## src/rtl/hs_channel_pkg.sv

```systemverilog
// hs_channel_pkg: shared types and defaults for the handshake channel arbiter
// and its round-robin picker.
package hs_channel_pkg;

  localparam int DEF_N_REQ       = 4;
  localparam int DEF_TIMEOUT_CYC = 16;

  typedef enum logic [1:0] {
    IDLE    = 2'd0,
    REQ     = 2'd1,
    COMMIT  = 2'd2,
    RELEASE = 2'd3
  } state_t;

  // Width of an index into n requesters, never narrower than one bit.
  function automatic int idx_width(input int n);
    return (n > 1) ? $clog2(n) : 1;
  endfunction

endpackage

```

## src/rtl/rr_pick.sv

```systemverilog
// rr_pick: combinational round-robin picker. Returns the first set bit of req
// at or after ptr, wrapping modulo N. valid is low when req is all zero.
// ptr is expected to be below N.
module rr_pick
  import hs_channel_pkg::*;
#(
  parameter int N = DEF_N_REQ,
  parameter int W = idx_width(N)
) (
  input  logic [N-1:0] req,
  input  logic [W-1:0] ptr,
  output logic         valid,
  output logic [W-1:0] idx
);

  logic [2*N-1:0] dbl;
  logic [N-1:0]   rot;
  logic [W:0]     sum;
  int             first;

  // Rotate the request vector so ptr lands at bit 0, find the lowest set bit,
  // then map that offset back to an absolute index modulo N.
  always_comb begin
    dbl   = {req, req};
    rot   = N'(dbl >> ptr);
    valid = |rot;
    first = 0;
    for (int k = N - 1; k >= 0; k--) begin
      if (rot[k]) first = k;
    end
    sum = (W+1)'(ptr) + (W+1)'(first);
    if (sum >= (W+1)'(N)) sum = sum - (W+1)'(N);
    idx = sum[W-1:0];
  end

endmodule

```

## src/rtl/hs_channel_arbiter.sv

```systemverilog
// hs_channel_arbiter: shares one downstream req/ack/commit channel among N_REQ
// requesters with round-robin arbitration, one transaction at a time.
// Transaction flow: IDLE -> REQ -> COMMIT -> RELEASE -> IDLE.
// Optional feature macro HS_CHANNEL_ARBITER_TIMEOUT_EN: abandons a REQ that
// sees no dn_ack within TIMEOUT_CYC cycles and raises the sticky err flag.
// rst asserts asynchronously; its release is expected to be synchronous to clk.
module hs_channel_arbiter
  import hs_channel_pkg::*;
#(
  parameter int N_REQ       = DEF_N_REQ,
  parameter int TIMEOUT_CYC = DEF_TIMEOUT_CYC
) (
  input  logic                          clk,
  input  logic                          rst,
  input  logic [N_REQ-1:0]              up_req,
  output logic [N_REQ-1:0]              up_ack,
  input  logic [N_REQ-1:0]              up_commit,
  output logic                          dn_req,
  input  logic                          dn_ack,
  output logic                          dn_commit,
  output logic [idx_width(N_REQ)-1:0]   gnt_idx,
  output logic                          busy,
  output logic                          err
);

  localparam int IW = idx_width(N_REQ);

  state_t           state;
  logic [IW-1:0]    rr_ptr;
  logic [IW-1:0]    next_ptr;
  logic [IW-1:0]    pick_idx;
  logic             pick_valid;
  logic [N_REQ-1:0] gnt_onehot;

  rr_pick #(
    .N (N_REQ),
    .W (IW)
  ) u_pick (
    .req   (up_req),
    .ptr   (rr_ptr),
    .valid (pick_valid),
    .idx   (pick_idx)
  );

  assign next_ptr   = (gnt_idx == IW'(N_REQ - 1)) ? '0 : gnt_idx + 1'b1;
  assign gnt_onehot = N_REQ'(1) << gnt_idx;

`ifdef HS_CHANNEL_ARBITER_TIMEOUT_EN
  localparam int CW = $clog2(TIMEOUT_CYC + 1);

  logic [CW-1:0] tmo_cnt;
  logic          tmo_hit;

  assign tmo_hit = (tmo_cnt == CW'(TIMEOUT_CYC - 1));
`else
  assign err = 1'b0;
`endif

  // Transaction FSM; every output is a register updated here.
  always_ff @(posedge clk or posedge rst) begin
    if (rst) begin
      state     <= IDLE;
      rr_ptr    <= '0;
      gnt_idx   <= '0;
      up_ack    <= '0;
      dn_req    <= 1'b0;
      dn_commit <= 1'b0;
      busy      <= 1'b0;
`ifdef HS_CHANNEL_ARBITER_TIMEOUT_EN
      tmo_cnt   <= '0;
      err       <= 1'b0;
`endif
    end else begin
      dn_commit <= 1'b0;
      case (state)
        IDLE: begin
          if (pick_valid) begin
            gnt_idx <= pick_idx;
            dn_req  <= 1'b1;
            busy    <= 1'b1;
            state   <= REQ;
`ifdef HS_CHANNEL_ARBITER_TIMEOUT_EN
            tmo_cnt <= '0;
`endif
          end
        end
        REQ: begin
          if (dn_ack) begin
            up_ack <= gnt_onehot;
            state  <= COMMIT;
          end
`ifdef HS_CHANNEL_ARBITER_TIMEOUT_EN
          else if (tmo_hit) begin
            dn_req <= 1'b0;
            busy   <= 1'b0;
            err    <= 1'b1;
            rr_ptr <= next_ptr;
            state  <= IDLE;
          end else begin
            tmo_cnt <= tmo_cnt + 1'b1;
          end
`endif
        end
        COMMIT: begin
          if (up_commit[gnt_idx]) begin
            dn_commit <= 1'b1;
            dn_req    <= 1'b0;
            state     <= RELEASE;
          end
        end
        RELEASE: begin
          if (!up_req[gnt_idx] && !dn_ack) begin
            up_ack <= '0;
            busy   <= 1'b0;
            rr_ptr <= next_ptr;
            state  <= IDLE;
          end
        end
        default: state <= IDLE;
      endcase
    end
  end

endmodule

```

## config.mk

```make
export PLATFORM = sky130hd
export DESIGN_NAME = hs_channel_arbiter
export DESIGN_NICKNAME = d
export VERILOG_FILES = /design/src/rtl/hs_channel_pkg.sv /design/src/rtl/rr_pick.sv /design/src/rtl/hs_channel_arbiter.sv
export SDC_FILE = /design/constraint.sdc
export NUM_CORES = 1
export LEC_CHECK = 0
export BUFFER_PORTS_ARGS = -buffer_cell sky130_fd_sc_hd__buf_2
export CORE_UTILIZATION = 47
export CTS_BUF_LIST = sky130_fd_sc_hd__clkbuf_16
export CTS_CLUSTER_DIAMETER = 100
export DETAILED_ROUTE_END_ITERATION = 10
export GPL_TIMING_DRIVEN = 1
export MAX_ROUTING_LAYER = met4
export PLACE_DENSITY = 0.73
export SKIP_LAST_GASP = 1
export SLEW_MARGIN = 10
export SYNTH_ARGS = -nofsm -noshare
export SYNTH_HDL_FRONTEND = slang
export SYNTH_SLANG_ARGS = --single-unit
```

## constraint.sdc

```tcl
create_clock -name clk -period 1.75 [get_ports clk]
set_input_delay 0.175 -clock clk [delete_from_list [all_inputs] [get_ports clk]]
set_output_delay 0.175 -clock clk [all_outputs]
set_load 0.005 [all_outputs]
```

======== Word-level counts from Yosys, hierarchy flattened ========
Cells that the tools add are included.
word-level totals
  bits in registers ....................... 13
  input port bits ......................... 11
  output and inout port bits .............. 10
  logic and storage cells ................. 61
operators by class
  add/subtract/negate cells ............... 3
  order comparisons ....................... 2
  equality and inequality tests ........... 8
  shifts and indexed selects .............. 2
  multiplexer cells ....................... 25
  reductions and logical operators ........ 14
operators by type and width
  kind                                                                           count
  2-bit 2-to-1 mux                                                               10
  3-bit AND reduction                                                            3
  4-bit 2-to-1 mux                                                               2
  2-bit inequality test (second input constant)                                  4
  2-bit case mux with 4 select lines                                             1
  4-bit case mux with 2 select lines                                             1
  8-bit by 2-bit >> shifter with 4-bit output                                    1
  1-bit 2-to-1 mux                                                               7
  2-bit == test (second input constant)                                          3
  2-bit nonzero test                                                             3
  1-bit binary-select mux with 2-bit select                                      2
  1-bit case mux with 2 select lines                                             2
  2-bit AND reduction                                                            2
  4-bit AND reduction                                                            1
  4-bit OR reduction                                                             1
  1-bit by 2-bit left shift with 4-bit output (first input constant)             1
  2-bit by 2-bit adder with 3-bit output                                         1
  3-bit greater-or-equal comparator (second input constant)                      1
  2-bit by 3-bit less-than comparator with 1-bit output (second input constant)  1
  2-bit by 1-bit adder with 2-bit output (second input constant)                 1
  2-bit by 1-bit == test with 1-bit output (second input constant)               1
  1-bit logical NOT                                                              2
  2-bit logical NOT                                                              1
  2-bit by 1-bit subtractor with 2-bit output (second input constant)            1
  1-bit logical AND                                                              1

======== Logic depth before layout (Yosys ltp) ========
Gate-level depths: netlist (run 1).
  depth in word-level cells ............... 8
  mapped depth ............................ 8
  mapped depth without buffers ............ 8

======== Cells and area by module ========
Synthesis (run 1) repeated with hierarchy kept, for this count alone.
unflattened totals
  cells, all modules ...................... 100
  area, all modules ....................... 1037.2 µm²
by module, submodules not included
  module              instances  cells an instance  area an instance (µm²)  sequential area each (µm²)
  hs_channel_arbiter  1          77                 857.1                   325.3
  rr_pick             1          23                 180.2                   0.0

======== Least setup slack after synthesis (run 1) ========
No wires, ideal clock.
  path kind ............................... register -> register
  start ................................... register rr_ptr[1]
  end ..................................... register gnt_idx[1]
  setup time .............................. 90 ps
  arrival ................................. 1573 ps
  required time ........................... 1660 ps
  slack ................................... 86 ps
  stages on the path, launching flop included .. 9
  path buffers ............................ 0
  clock period less this slack ............ 1664 ps
  cells stage by stage .................... dfrtp_1 -> nand2_1 -> a2bb2oi_1 -> o221ai_1 -> o21a_1 -> ha_1 -> xnor2_1 -> a2111o_1 -> o221ai_1
on the way
  longest elaborated chain between the ends .. 8
  elaborated cells on any way between the ends .. 11
  those cells by class .................... add/sub (2); order compare (1); shift (1); mux (5); reduce/logical (2)
ends and longest elaborated chain
  what                                                                                              line                       RTL
  from (decl)                                                                                       hs_channel_arbiter.sv:29   logic [IW-1:0] rr_ptr;
  from (signal assigned)                                                                            hs_channel_arbiter.sv:115  rr_ptr <= next_ptr;
  8-bit by 2-bit >> shifter with 4-bit output                                                       rr_pick.sv:25              rot = N'(dbl >> ptr);
  2-bit 2-to-1 mux (4 in series)                                                                    rr_pick.sv:29              if (rot[k]) first = k;
  2-bit by 2-bit adder with 3-bit output                                                            rr_pick.sv:31              sum = (W+1)'(ptr) + (W+1)'(first);
  3-bit greater-or-equal comparator or 2-bit by 1-bit subtractor with 2-bit output (tied branches)  rr_pick.sv:32              if (sum >= (W+1)'(N)) sum = sum - (W+1)'(N);
  2-bit 2-to-1 mux                                                                                  rr_pick.sv:32
  to (signal assigned)                                                                              hs_channel_arbiter.sv:78   gnt_idx <= pick_idx;
  to (decl)                                                                                         hs_channel_arbiter.sv:21   output logic [idx_width(N_REQ)-1:0] gnt_idx,
Several ways; a longest one is shown, not always the timed one.
A chain may end at the register's enable or synchronous reset.

======== Worst setup path in the final report (run 1) ========
Ends and elaborated chain as after synthesis.

==> results of run 1 <==
[stage by stage]
step,utilization,hold WS (ns)
after global routing,0.632,0.308
after detailed placement,0.573,0.236
after floorplan,-,0.0520
final,0.632,0.292
after CTS,0.623,0.291
after global placement,0.573,0.220
[power by group]
group	internal [mW]	leakage, nW	switching (mW)
Combinational	0.577	0.394	0.519
Clock	0.304	0.0409	0.126
Sequential	0.438	0.157	0.128
Total	1.32	0.592	0.773
[per-layer routing]
layer / global-route usage / wire (um)
met1: 0.270 / 880
met2: 0.321 / 995
met3: 0.0385 / 54
met4: 0.0514 / 22
met5: - / 0
[sequential cells by signal, indices dropped and copies added, names as in the netlist]
signal / count
rr_ptr: 2
dn_commit: 1
up_ack: 4
dn_req: 1
state: 2
gnt_idx: 2
busy: 1
[worst min-delay path by stage]
stage / end / cells past startpoint / start / slack, ns
2_1_floorplan: busy / 1 / rst / 0.05
3_3_place_gp: dn_commit / 2 / rst / 0.22
3_5_place_dp: state[0] / 2 / rst / 0.24
4_1_cts: up_ack[3] / 3 / dn_ack / 0.29
5_1_grt: up_ack[3] / 3 / dn_ack / 0.31
6_report: up_ack[3] / 3 / dn_ack / 0.29
[kinds of logic (layout without fill, tap and decap cells)]
group,count (synthesis),in the layout,share of synthesized area
compound gates,24,24,0.202
xor+xnor,1,1,0.00910
mux,8,8,0.0962
simple gates,24,24,0.146
buf+inv,16,44,0.0754
other cells,1,1,0.00390
flops,13,13,0.338
fa+ha+maj,10,10,0.130
[worst max-delay path, delay by kind of cell, from the launching register on]
| kind | cells | cell delay [ns] |
|---|---|---|
| adder cells (fa/ha/maj) | 1 | 0.18 |
| XOR/XNOR | 1 | 0.14 |
| flip-flops | 1 | 0.41 |
| AND/OR/NAND/NOR | 1 | 0.09 |
| AO/OA/AOI/OAI | 5 | 0.74 |
[cell usage in the layout, fill, tap and decap left out]
| master | n |
|---|---|
| o32a_1 | 1 |
| nor2_1 | 5 |
| conb_1 | 1 |
| clkbuf_16 | 3 |
| mux2i_1 | 4 |
| a21o_1 | 1 |
| nand2b_1 | 3 |
| buf_2 | 19 |
| ha_1 | 10 |
| buf_4 | 7 |
| a221oi_4 | 1 |
| nand4b_1 | 4 |
| a2bb2oi_2 | 1 |
| o221ai_2 | 1 |
| and2_1 | 1 |
| o22ai_1 | 1 |
| and2b_1 | 1 |
| dfrtp_1 | 12 |
| o2bb2ai_1 | 1 |
| dlygate4sd3_1 | 1 |
| a22o_2 | 1 |
| mux2_4 | 2 |
| a22oi_2 | 1 |
| nand2_1 | 6 |
| o21ai_0 | 9 |
| inv_1 | 13 |
| nor2b_1 | 2 |
| clkinv_2 | 1 |
| o221ai_1 | 3 |
| dfrtp_2 | 1 |
| or2_2 | 1 |
| o21a_1 | 1 |
| nor4_2 | 1 |
| a21oi_2 | 1 |
| a2111o_1 | 1 |
| xnor2_1 | 1 |
| mux2_2 | 2 |
[repair_timing]
item	4_1_cts	5_1_grt
buffers inserted	1	0
endpoints found under the setup margin	1	2
hold buffers	1	0
pin swaps	0	5
gates resized for setup	0	4
hold endpoints to repair	13	0
[area by class of cell]
type	count	share of cell area
inverters	13	0.0398
repair buffers	27	0.128
clock buffers	3	0.0612
clock inverters	1	0.00408
multi-input cells	68	0.473
well taps	27	0.0275
flip-flops and latches	13	0.266
==> flow_summary.json, run 1 <==
{
  "drive_above_1_share": 0.344,
  "p_total_mw": 2.09,
  "finalInstanceArea_um2": 1230,
  "finalCritPeriodShare": 0.945,
  "grt_use_total": 0.204,
  "root_buffer": "clkbuf_16",
  "synth_top_cell_by_area": "dfrtp_1",
  "place.gp.congestion": 0.668,
  "dp_hpwl_um": 1490,
  "multi_input_area_um2": 581,
  "placedInstanceArea_um2": 1110,
  "syn2layout_area_growth_pct": 27.6,
  "finalSetupViolCount": 0,
  "synthFlopType": "dfrtp_1",
  "grt_pass1_wl_um": 3110,
  "cp-start-kind": "flop",
  "setup-tns-final_ns": 0,
  "dp_cells": 146,
  "ant_nets": 0,
  "finalWirelength_um": 1950,
  "ctsLongestPathBuffers": 2,
  "dieWidth_um": 47.2,
  "synthCells": 97,
  "synth_area_per_cell_um2": 9.92,
  "dr.pass1.iters": 4,
  "cts_tree": "built",
  "ir_worst_vdd_v": 0.00108,
  "r2r_end": "gnt_idx[1]",
  "critPathCapture": "gnt_idx[1]",
  "finClkSkew_ns": 0.00111,
  "die-area_um2": 2230,
  "critical-path-slowest-cell": "dfrtp_1",
  "p_leak_nw": 0.592,
  "overflow": 0,
  "fillers": 168,
  "timing.rr.start": "rr_ptr[1]",
  "synth_edf_count": 0,
  "rows": 16,
  "r2r_cells": 8,
  "critPathKind": "flop to flop",
  "nets": 147,
  "synth_area_um2": 962,
  "cts_buffers": 3,
  "cts.sinks": 13,
  "design.core.area_um2": 1940,
  "critPathMaxStageDelay_ns": 0.41,
  "grt_pass1_vias": 722,
  "ys_async_sr_fraction": 1.00,
  "io_pins": 21,
  "synth_seq_cells": 13,
  "pre_cts_slack_ns": 0.0220,
  "r2r_setup_slack_ns": 0.1,
  "grt_antenna_before_repair": 0,
  "required_ns": 1.90,
  "cp_max_fo": 5,
  "insertion_delay_ns": 0.24,
  "timing.critical_path.from": "rr_ptr[1]",
  "remaining_drc_errors": 0,
  "seqCellArea_um2": 327,
  "worstMarginPinSlew_ns": 0.517,
  "drtIter0Drc": 5,
  "cp_cell_sequence": "nand2_1 > a2bb2oi_2 > o221ai_2 > o21a_1 > ha_1 > xnor2_1 > a2111o_1 > o221ai_1",
  "fin_ws_ns": 0.0959,
  "rsz0062_at_grt": "no",
  "synth_top_cells_by_count": "dfrtp_1, inv_1, ha_1",
  "wl_per_cell_um": 12.8,
  "synth_cell_types": 33,
  "yosys-top-cells-area": "dfrtp_1, ha_1, inv_1, o21ai_0, mux2i_1",
  "worstPathArrival_ns": 1.80,
  "maxCapViolations": 0,
  "fmax_ghz": 0.605,
  "slew_headroom": 0.652,
  "die_h_um": 47.2,
  "hp-class": "input pin to flop",
  "hold_viol_final": 0,
  "viasPerCell": 5.20,
  "cellPowerDensity_nw_per_um2": 1700,
  "final_cell_count_no_fill": 152,
  "port_buffers": 19,
  "start_util": 0.495,
  "run_status": "completed",
  "grt_max_degree": 14,
  "cp-end-kind": "flop",
  "slew_violations": 0,
  "min_period_ns": 1.65,
  "vias": 790,
  "diodes": 0,
  "clk_pin_slew_worst_paths_ns": 0.04,
  "syn_nets": 118,
  "yosys_warnings": 0,
  "synth-seq-area-share": 0.338,
  "synth_top_area_share": 0.338,
  "h-tree-depth": 1
}
(Power assumes the default switching activity.)
==> run 2: changes to the inputs <==
--- a/config.mk
+++ b/config.mk
@@ -13,6 +13,7 @@
 export GPL_TIMING_DRIVEN = 1
 export MAX_ROUTING_LAYER = met4
 export PLACE_DENSITY = 0.73
+export RECOVER_POWER = 100
 export SKIP_LAST_GASP = 1
 export SLEW_MARGIN = 10
 export SYNTH_ARGS = -nofsm -noshare
==> flow_summary.json, run 2 (synthesized netlist as in run 1, its figures left out) <==
{
  "min_period_ns": 1.69,
  "drive_above_1_share": 0.304,
  "worstPathArrival_ns": 1.82,
  "h-tree-depth": 1,
  "cp-end-kind": "flop",
  "slew_violations": 0,
  "grt_use_total": 0.204,
  "hold_viol_final": 0,
  "cts_buffers": 3,
  "cts_tree": "built",
  "setup-tns-final_ns": 0,
  "fmax_ghz": 0.592,
  "clk_pin_slew_worst_paths_ns": 0.05,
  "final_cell_count_no_fill": 152,
  "holdPathStages": 3,
  "dieWidth_um": 47.2,
  "nets": 147,
  "diodes": 0,
  "r2r_cells": 4,
  "finalCritPeriodShare": 0.966,
  "hp-class": "input pin to flop",
  "run_status": "completed",
  "grt_pass1_wl_um": 3110,
  "final_common_cell": "buf_2",
  "die-area_um2": 2230,
  "maxCapViolations": 0,
  "die_h_um": 47.2,
  "worstMarginPinSlew_ns": 0.511,
  "finalSetupViolCount": 0,
  "vias": 799,
  "design.core.area_um2": 1940,
  "viasPerCell": 5.26,
  "place.gp.congestion": 0.668,
  "ctsLongestPathBuffers": 2,
  "fillers": 175,
  "dr.pass1.iters": 4,
  "wl_per_cell_um": 12.9,
  "io_pins": 21,
  "start_util": 0.495,
  "grt_pass1_vias": 722,
  "cellPowerDensity_nw_per_um2": 1700,
  "ir_worst_vdd_v": 0.00109,
  "cp-start-kind": "flop",
  "remaining_drc_errors": 0,
  "p_leak_nw": 0.578,
  "finClkSkew_ns": 0.00214,
  "slew_headroom": 0.656,
  "cts.sinks": 13,
  "port_buffers": 19,
  "grt_max_degree": 14,
  "critPathKind": "flop to flop",
  "dp_hpwl_um": 1490,
  "largest_reg_flops": 4,
  "required_ns": 1.88,
  "regMostFlops": "up_ack",
  "insertion_delay_ns": 0.24,
  "root_buffer": "clkbuf_16",
  "rows": 16,
  "grt_antenna_before_repair": 0,
  "finalWirelength_um": 1970,
  "syn2layout_area_growth_pct": 25.7,
  "final_cell_mix": "buf_2, inv_1, dfrtp_1",
  "cp_max_fo": 6,
  "dp_cells": 146,
  "overflow": 0,
  "ant_nets": 0,
  "rsz0062_at_grt": "no",
  "drtIter0Drc": 3
}
[run 2: critical path: stages, from the launching register on]
cell,delay (ns)
dfrtp_2,0.46
mux2i_1,0.14
mux2_1,0.36
a221oi_4,0.29
mux2_4,0.32
[run 2: routing by layer]
| metal | vias to the layer above | share of wire | GRT usage |
|---|---|---|---|
| met5 | - | 0 | - |
| met4 | 0 | 0.0046 | 0.0514 |
| met3 | 2 | 0.032 | 0.0385 |
| met2 | 13 | 0.52 | 0.321 |
| met1 | 382 | 0.45 | 0.270 |
| li1 | 402 | - | - |
[run 2: worst paths after layout]
path / startpoint / endpoint / slack [ns]
setup / recovery: gnt_idx[1] / state[1] / 0.06
setup reg to reg: gnt_idx[1] / state[1] / 0.06
min in group asynchronous: rst / state[0] / 0.50
hold / removal: dn_ack / up_ack[3] / 0.29
max in group asynchronous: rst / gnt_idx[1] / 0.88
hold reg to reg: up_ack[3] / up_ack[3] / 0.53
[run 2: power breakdown]
part	switching, mW	internal, mW	total, mW
clock network	0.126	0.304	0.430
logic	0.516	0.547	1.06
registers	0.127	0.438	0.564
total	0.769	1.29	2.06
[run 2: timing repair]
item,CTS,global route
gates resized for setup,0,4
pin swaps,0,5
setup buffers,1,0
setup endpoints to repair,1,2
endpoints found under the hold margin,13,0
hold buffers,1,0
[run 2: metrics by stage]
step           setup WS (ns)  instance area, um2  total power, mW   util  hold WS, ns
6_report              0.0600                1210             2.06  0.623        0.293
5_1_grt              0.00786                1210             2.22  0.623        0.308
4_1_cts             0.000340                1210             2.09  0.623        0.291
3_5_place_dp          0.0220                1110             1.63  0.573        0.236
3_3_place_gp          0.0734                1110             1.59  0.573        0.220
2_1_floorplan         0.0865                 962             1.30      -       0.0520
[run 2: layout make-up]
| class | count | area, um2 | share of cell area |
|---|---|---|---|
| clock buffers | 3 | 75.1 | 0.0620 |
| well taps | 27 | 33.8 | 0.0279 |
| inverters | 13 | 48.8 | 0.0403 |
| clock inverters | 1 | 5.00 | 0.00414 |
| multi-input cells | 68 | 572 | 0.473 |
| flip-flops and latches | 13 | 327 | 0.270 |
| repair buffers | 27 | 149 | 0.123 |
